==> src/rtl/wr_port_arbiter.sv <==
// Round-robin arbiter sharing one async-FIFO write port among NREQ valid/ready requesters.
// Grants one requester per burst of up to MAXBURST words and honours wfull.
module wr_port_arbiter #(
  parameter int unsigned NREQ     = 4,
  parameter int unsigned DW       = 8,
  parameter int unsigned MAXBURST = 4
) (
  input  logic               wclk,
  input  logic               wrst_n,
  input  logic [NREQ-1:0]    req_valid,
  input  logic [NREQ*DW-1:0] req_data,
  output logic [NREQ-1:0]    req_ready,
  output logic [NREQ-1:0]    gnt,
  input  logic               wfull,
  output logic               winc,
  output logic [DW-1:0]      wdata,
  output logic               busy
);

  localparam int unsigned PtrW = (NREQ > 1) ? $clog2(NREQ) : 1;
  localparam int unsigned CntW = $clog2(MAXBURST) + 1;
  localparam logic [CntW-1:0] CntLast = CntW'(MAXBURST - 1);
  localparam logic [PtrW-1:0] PtrLast = PtrW'(NREQ - 1);

  localparam logic StIdle  = 1'b0;
  localparam logic StBurst = 1'b1;

  logic            state_q, state_d;
  logic [NREQ-1:0] gnt_q, gnt_d;
  logic [PtrW-1:0] ptr_q, ptr_d;
  logic [CntW-1:0] cnt_q, cnt_d;

  logic [PtrW-1:0] gidx;
  logic [PtrW-1:0] sel;
  logic            g_valid;

  always_comb begin
    gidx = '0;
    for (int unsigned i = 0; i < NREQ; i++) begin
      if (gnt_q[i]) gidx = PtrW'(i);
    end
  end

  // First valid requester scanning from ptr upward with wrap.
  always_comb begin
    logic found;
    found = 1'b0;
    sel   = '0;
    for (int unsigned k = 0; k < NREQ; k++) begin
      int unsigned idx;
      idx = (32'(ptr_q) + k) % NREQ;
      if (!found && req_valid[idx]) begin
        sel   = PtrW'(idx);
        found = 1'b1;
      end
    end
  end

  // gnt_q is all-zero in idle, so these outputs fall to zero there without extra gating.
  always_comb begin
    g_valid   = |(gnt_q & req_valid);
    req_ready = wfull ? '0 : gnt_q;
    winc      = g_valid & ~wfull;
    wdata     = '0;
    for (int unsigned i = 0; i < NREQ; i++) begin
      if (gnt_q[i]) wdata = wdata | req_data[i*DW +: DW];
    end
  end

  always_comb begin
    state_d = state_q;
    gnt_d   = gnt_q;
    ptr_d   = ptr_q;
    cnt_d   = cnt_q;
    case (state_q)
      StIdle: begin
        if (|req_valid) begin
          state_d    = StBurst;
          gnt_d      = '0;
          gnt_d[sel] = 1'b1;
          cnt_d      = '0;
        end
      end
      StBurst: begin
        // Release wins over a stall; a stall alone never ends the burst.
        if (!g_valid || (winc && cnt_q == CntLast)) begin
          state_d = StIdle;
          gnt_d   = '0;
          cnt_d   = '0;
          ptr_d   = (gidx == PtrLast) ? '0 : gidx + PtrW'(1);
        end else if (winc) begin
          cnt_d = cnt_q + CntW'(1);
        end
      end
      default: begin
        state_d = StIdle;
        gnt_d   = '0;
        cnt_d   = '0;
      end
    endcase
  end

  always_ff @(posedge wclk or negedge wrst_n) begin
    if (!wrst_n) begin
      state_q <= StIdle;
      gnt_q   <= '0;
      ptr_q   <= '0;
      cnt_q   <= '0;
    end else begin
      state_q <= state_d;
      gnt_q   <= gnt_d;
      ptr_q   <= ptr_d;
      cnt_q   <= cnt_d;
    end
  end

  assign gnt  = gnt_q;
  assign busy = (state_q == StBurst);

endmodule

==> config.mk <==
export PLATFORM = sky130hd
export DESIGN_NAME = wr_port_arbiter
export DESIGN_NICKNAME = d
export VERILOG_FILES = /design/src/rtl/wr_port_arbiter.sv
export SDC_FILE = /design/constraint.sdc
export NUM_CORES = 1
export LEC_CHECK = 0
export ABC_AREA = 1
export BUFFER_PORTS_ARGS = -buffer_cell sky130_fd_sc_hd__buf_4
export CAP_MARGIN = 10
export CORE_UTILIZATION = 39
export DETAILED_ROUTE_END_ITERATION = 10
export GPL_TIMING_DRIVEN = 0
export PLACE_DENSITY = 0.85
export SYNTH_ARGS = -nofsm -noshare
export SYNTH_HDL_FRONTEND = slang
export SYNTH_SLANG_ARGS = --single-unit
==> constraint.sdc <==
create_clock -name wclk -period 1.3 [get_ports wclk]
set_input_delay 0.26 -clock wclk [delete_from_list [all_inputs] [get_ports wclk]]
set_output_delay 0.26 -clock wclk [all_outputs]
set_load 0.1 [all_outputs]
# ---- Word level (Yosys, flattened, before mapping)
# Index checks and enable logic that the tools add are counted.
dict set report word_totals {
  regBits 10
  input_bits 39
}
dict set report classes {
  n_addsub 5
  magnitude_cmp 6
  eq_ne 5
  mux 36
  bitwise 7
  reduce_logical 15
}
# operator n
set op_table {}
lappend op_table {{$mux 8} 4}
lappend op_table {{$or 8x8->8} 3}
lappend op_table {{$lt 2x3->1 const B} 5}
lappend op_table {{$mux 2} 7}
lappend op_table {{$mux 4} 3}
lappend op_table {{$mux 1} 11}
lappend op_table {{$mux 3} 3}
lappend op_table {{$bmux 1 s2} 4}
lappend op_table {{$pmux 4 s2} 1}
lappend op_table {{$reduce_or 4->1} 2}
lappend op_table {{$pmux 3 s2} 1}
lappend op_table {{$reduce_and 2->1} 3}
lappend op_table {{$logic_and 1x1->1} 5}
lappend op_table {{$add 2x1->2 const B} 2}
lappend op_table {{$add 2x2->2 const B} 2}
lappend op_table {{$and 4x4->4} 1}
lappend op_table {{$logic_not 1->1} 4}
lappend op_table {{$add 3x1->3 const B} 1}
lappend op_table {{$eq 3x2->1 const B} 1}
lappend op_table {{$ne 3x2->1 const B} 1}
lappend op_table {{$demux 1 s2} 1}
lappend op_table {{$eq 2x2->1 const B} 1}
lappend op_table {{$ge 2x1->1 const B} 1}
lappend op_table {{$ne 2x1->1 const B} 1}
lappend op_table {{other kinds (5)} 6}

# ---- Logic depth before layout (Yosys ltp)
dict set report logic_depth {
  word_depth 18
  depth_mapped 13
}

# ---- Least setup slack after synthesis
# OpenSTA, ideal clock, no wires.
dict set report synth_timing {
  path_type {register -> output}
  startpoint {register gnt_q[0], in the netlist gnt[0]}
  endpoint {output port winc}
  arrival_ns 2.735
  t_required_ns 1.040
  setup_slack_ns -1.695
  path_stages_with_launch 6
  n_path_buf 1
  path_cell_list {dfrtp_1 buf_4 inv_1 o22ai_1 nor2_1 nor2_1}
}
dict set report synth_between {
  elab_chain_cells 3
}
# element line
set synth_rtl {}
lappend synth_rtl {{from (decl)} 29} ;# logic [NREQ-1:0] gnt_q, gnt_d;
lappend synth_rtl {{from (signal assigned)} 111} ;# gnt_q <= gnt_d;
lappend synth_rtl {{$and 4x4->4} 61} ;# g_valid = |(gnt_q & req_valid);
lappend synth_rtl {{$reduce_or 4->1} 61}
lappend synth_rtl {{$and 1x1->1} 63} ;# winc = g_valid & ~wfull;
lappend synth_rtl {{to (decl)} 15} ;# output logic winc,
# Every way passes these cells.

# ---- Worst setup path in the final report
dict set report layout_timing {
  startpoint {register gnt_q[1], in the netlist gnt[1]}
  endpoint {output port winc}
}
# Same word-level chain as after synthesis.

==> flow_metrics.env <==
export IMPL_grt_start_max_net_pins=11
export IMPL_failed_checks="setup timing"
export IMPL_synth_compound_area_frac=0.07940
export IMPL_rsz0062_at_grt="yes"
export IMPL_cts_made_buffers=3
export IMPL_viasPerCell=6.266
export IMPL_start_util=0.4108
export IMPL_worstSkewPairLatency_ns=0.28
export IMPL_place_hpwl_mm=2.378
export IMPL_vias=1767
export IMPL_antenna_found_initial=0
export IMPL_cts_num_sinks=10
export IMPL_use_met1=0.4073
export IMPL_synthAdderAreaFrac=0.02481
export IMPL_yosys_area_top_type="nand2_1"
export IMPL_period_share=1.350
export IMPL_synth_simple_gate_area_share=0.5471
export IMPL_maxSlewViolCount=0
export IMPL_startpoint_type="flop"
export IMPL_status="complete, but fails checks"
export IMPL_use_met2=0.4747
export IMPL_grt_overflow_total=0
export IMPL_worst_hold_path_type="in2async"
export IMPL_core_area_um2=2455
export IMPL_portBuffers=56
export IMPL_drt_initial_drc_count=142
export IMPL_worst_slew_pin_slew_ns=0.4177
export IMPL_grt_pass1_wl_mm=6.044
export IMPL_gp_congestion=0.8528
export IMPL_synth_mux_area_fraction=0
export IMPL_tns_ns=-7.960
export IMPL_use_met3=0.05747
export IMPL_die_area_um2=2793
export IMPL_antenna_left=0
export IMPL_syn_area_um2=1008
export IMPL_io_pins=57
export IMPL_wire_per_inst_um=23.11
export IMPL_htree_levels=1
export IMPL_num_rows=18
export IMPL_synth_warnings=0
export IMPL_seq_area_frac_synth=0.2481
export IMPL_cap_violations=0
export IMPL_path_max_fanout=3
export IMPL_reg2reg_from="ptr_q[0]"
export IMPL_cts_tree="yes"
export IMPL_avgSynthCellArea_um2=5.796
export IMPL_gr_max_usage_layer="met2"
export IMPL_grt_pass1_vias=1231
export IMPL_fin_ws_ns=-0.4548
export IMPL_first_pass_iters=7
export IMPL_synth_xor_area_frac=0
export IMPL_cp_required_ns=1.04
export IMPL_fin_nets=294
export IMPL_ys_ff_latch=10
export IMPL_cp_end_kind="output port"
export IMPL_die_h_um=52.85
export IMPL_fp_dieW_um=52.85
export IMPL_drc=0
export IMPL_wl_mm=6.517
export IMPL_cts_path_max_buffers=2
export IMPL_final_util=0.9205
export IMPL_fillers=94
export IMPL_final_common_cell="nand2_1"
export IMPL_layout_common_cells="nand2_1 (58), buf_4 (46), nand2_2 (19), nand2_4 (15), buf_6 (13)"
export IMPL_finalSetupViolations=26
export IMPL_ys_types=21
export IMPL_crit_type="reg2out"
export IMPL_finalHoldViolations=0
export IMPL_drive_gt1_frac=0.6230
export IMPL_n_antenna_cell=0
export IMPL_fmax_ghz=0.5699
export IMPL_synth_fp_nets=215
export IMPL_rrSetupSlack_ns=-0.42
export IMPL_post_route_min_period_ns=1.755
export IMPL_fin_skew_ns=0.004489
export IMPL_synth_top_area_frac=0.3052
export IMPL_crit_arrival_ns=1.49
export IMPL_synth_top_family_by_area="simple AND/OR/NAND/NOR gates"
export IMPL_cts_root_buf="clkbuf_4"
export IMPL_synthCells=174
export IMPL_synth_area_leaders="nand2_1 (31%), dfrtp_1 (25%), nand4_1 (7.4%), nand2_2 (6.2%), inv_1 (5.2%)"
export IMPL_startpoint="gnt[1]"
export IMPL_clkSlewWorstSetupHoldPaths_ns=0.08
export IMPL_track_usage=0.2957
export IMPL_areaGrowthSynthToFinish_pct=124.1
export IMPL_slew_limit_headroom=0.7213
[flip-flops by register name, indices dropped and copies added, names as in the netlist]
signal and flops:
ptr_q 2, busy 1, gnt 4, cnt_q 3
[worst max-delay path, stage by stage (launching register included)]
cell and delay (ns):
dfrtp_4 0.45, clkinvlp_4 0.14, o22ai_4 0.23, nor2_4 0.07, nor2_4 0.12, buf_12 0.18
[through the flow]
stage                     setup slack [ns]  std cells  instance area, um^2  hold slack [ns]
final                              -0.4548        282                 2260           0.3454
after global routing               -0.4987        282                 2260           0.3440
after CTS                          -0.3786        270                 1894           0.3420
after detailed placement           -0.1718        260                 1600          0.09804
after global placement             -0.1710        260                 1600          0.09405
after floorplan                    -0.7213        174                 1142         -0.03559
[logic make-up after synthesis]
family | Yosys count
DFF | 10
AOI/OAI and AO/OA | 14
and+or+nand+nor | 125
buffers and inverters | 23
adders and majority gates | 2
[final cells by class]
type | count | area (um^2) | share of cell area
plain buffers | 5 | 75.07 | 0.03322
flip-flops and latches | 10 | 269.0 | 0.1190
clock buffers | 4 | 36.28 | 0.01606
inverters | 18 | 98.84 | 0.04374
repair inverters | 1 | 5.005 | 0.002215
repair buffers | 73 | 769.5 | 0.3405
well taps | 30 | 37.54 | 0.01661
multi-input cells | 141 | 968.4 | 0.4286
[cells in the mapped netlist (all sizes together)]
master,count
inv,18
o22ai,3
a21boi,1
ha,2
clkbuf,2
nand4,13
buf,3
o21ai,9
dfrtp,10
nor2,11
nand3,9
a21oi,1
nand2,92
[timing repair]
item                                   CTS  global route
hold buffers                             1             0
setup buffers                            3             9
setup endpoints to repair               22            25
pin swaps                               16            27
cloned                                   2             3
endpoints found under the hold margin   10             0
gates resized for setup                 54            61
[path summary, 6_finish.rpt]
| kind | to | cells after the start |
|---|---|---|
| max in group asynchronous | gnt[3] | 2 |
| worst max-delay path | winc | 5 |
| worst min register to register | cnt_q[0] | 1 |
| worst max register to register | gnt[3] | 8 |
| min in group wclk | cnt_q[0] | 4 |
| worst min-delay path | gnt[0] | 2 |
[per-layer routing]
| layer | part of all wire | wire [um] | vias to the layer above |
|---|---|---|---|
| li1 | - | - | 717 |
| met2 | 0.49 | 3171 | 168 |
| met3 | 0.098 | 638 | 42 |
| met1 | 0.36 | 2346 | 840 |
| met4 | 0.055 | 361 | 0 |
| met5 | 0 | 0 | - |
Power is not shown: default switching activity piles up to over one toggle a cycle in this logic, so the estimate is an artifact.
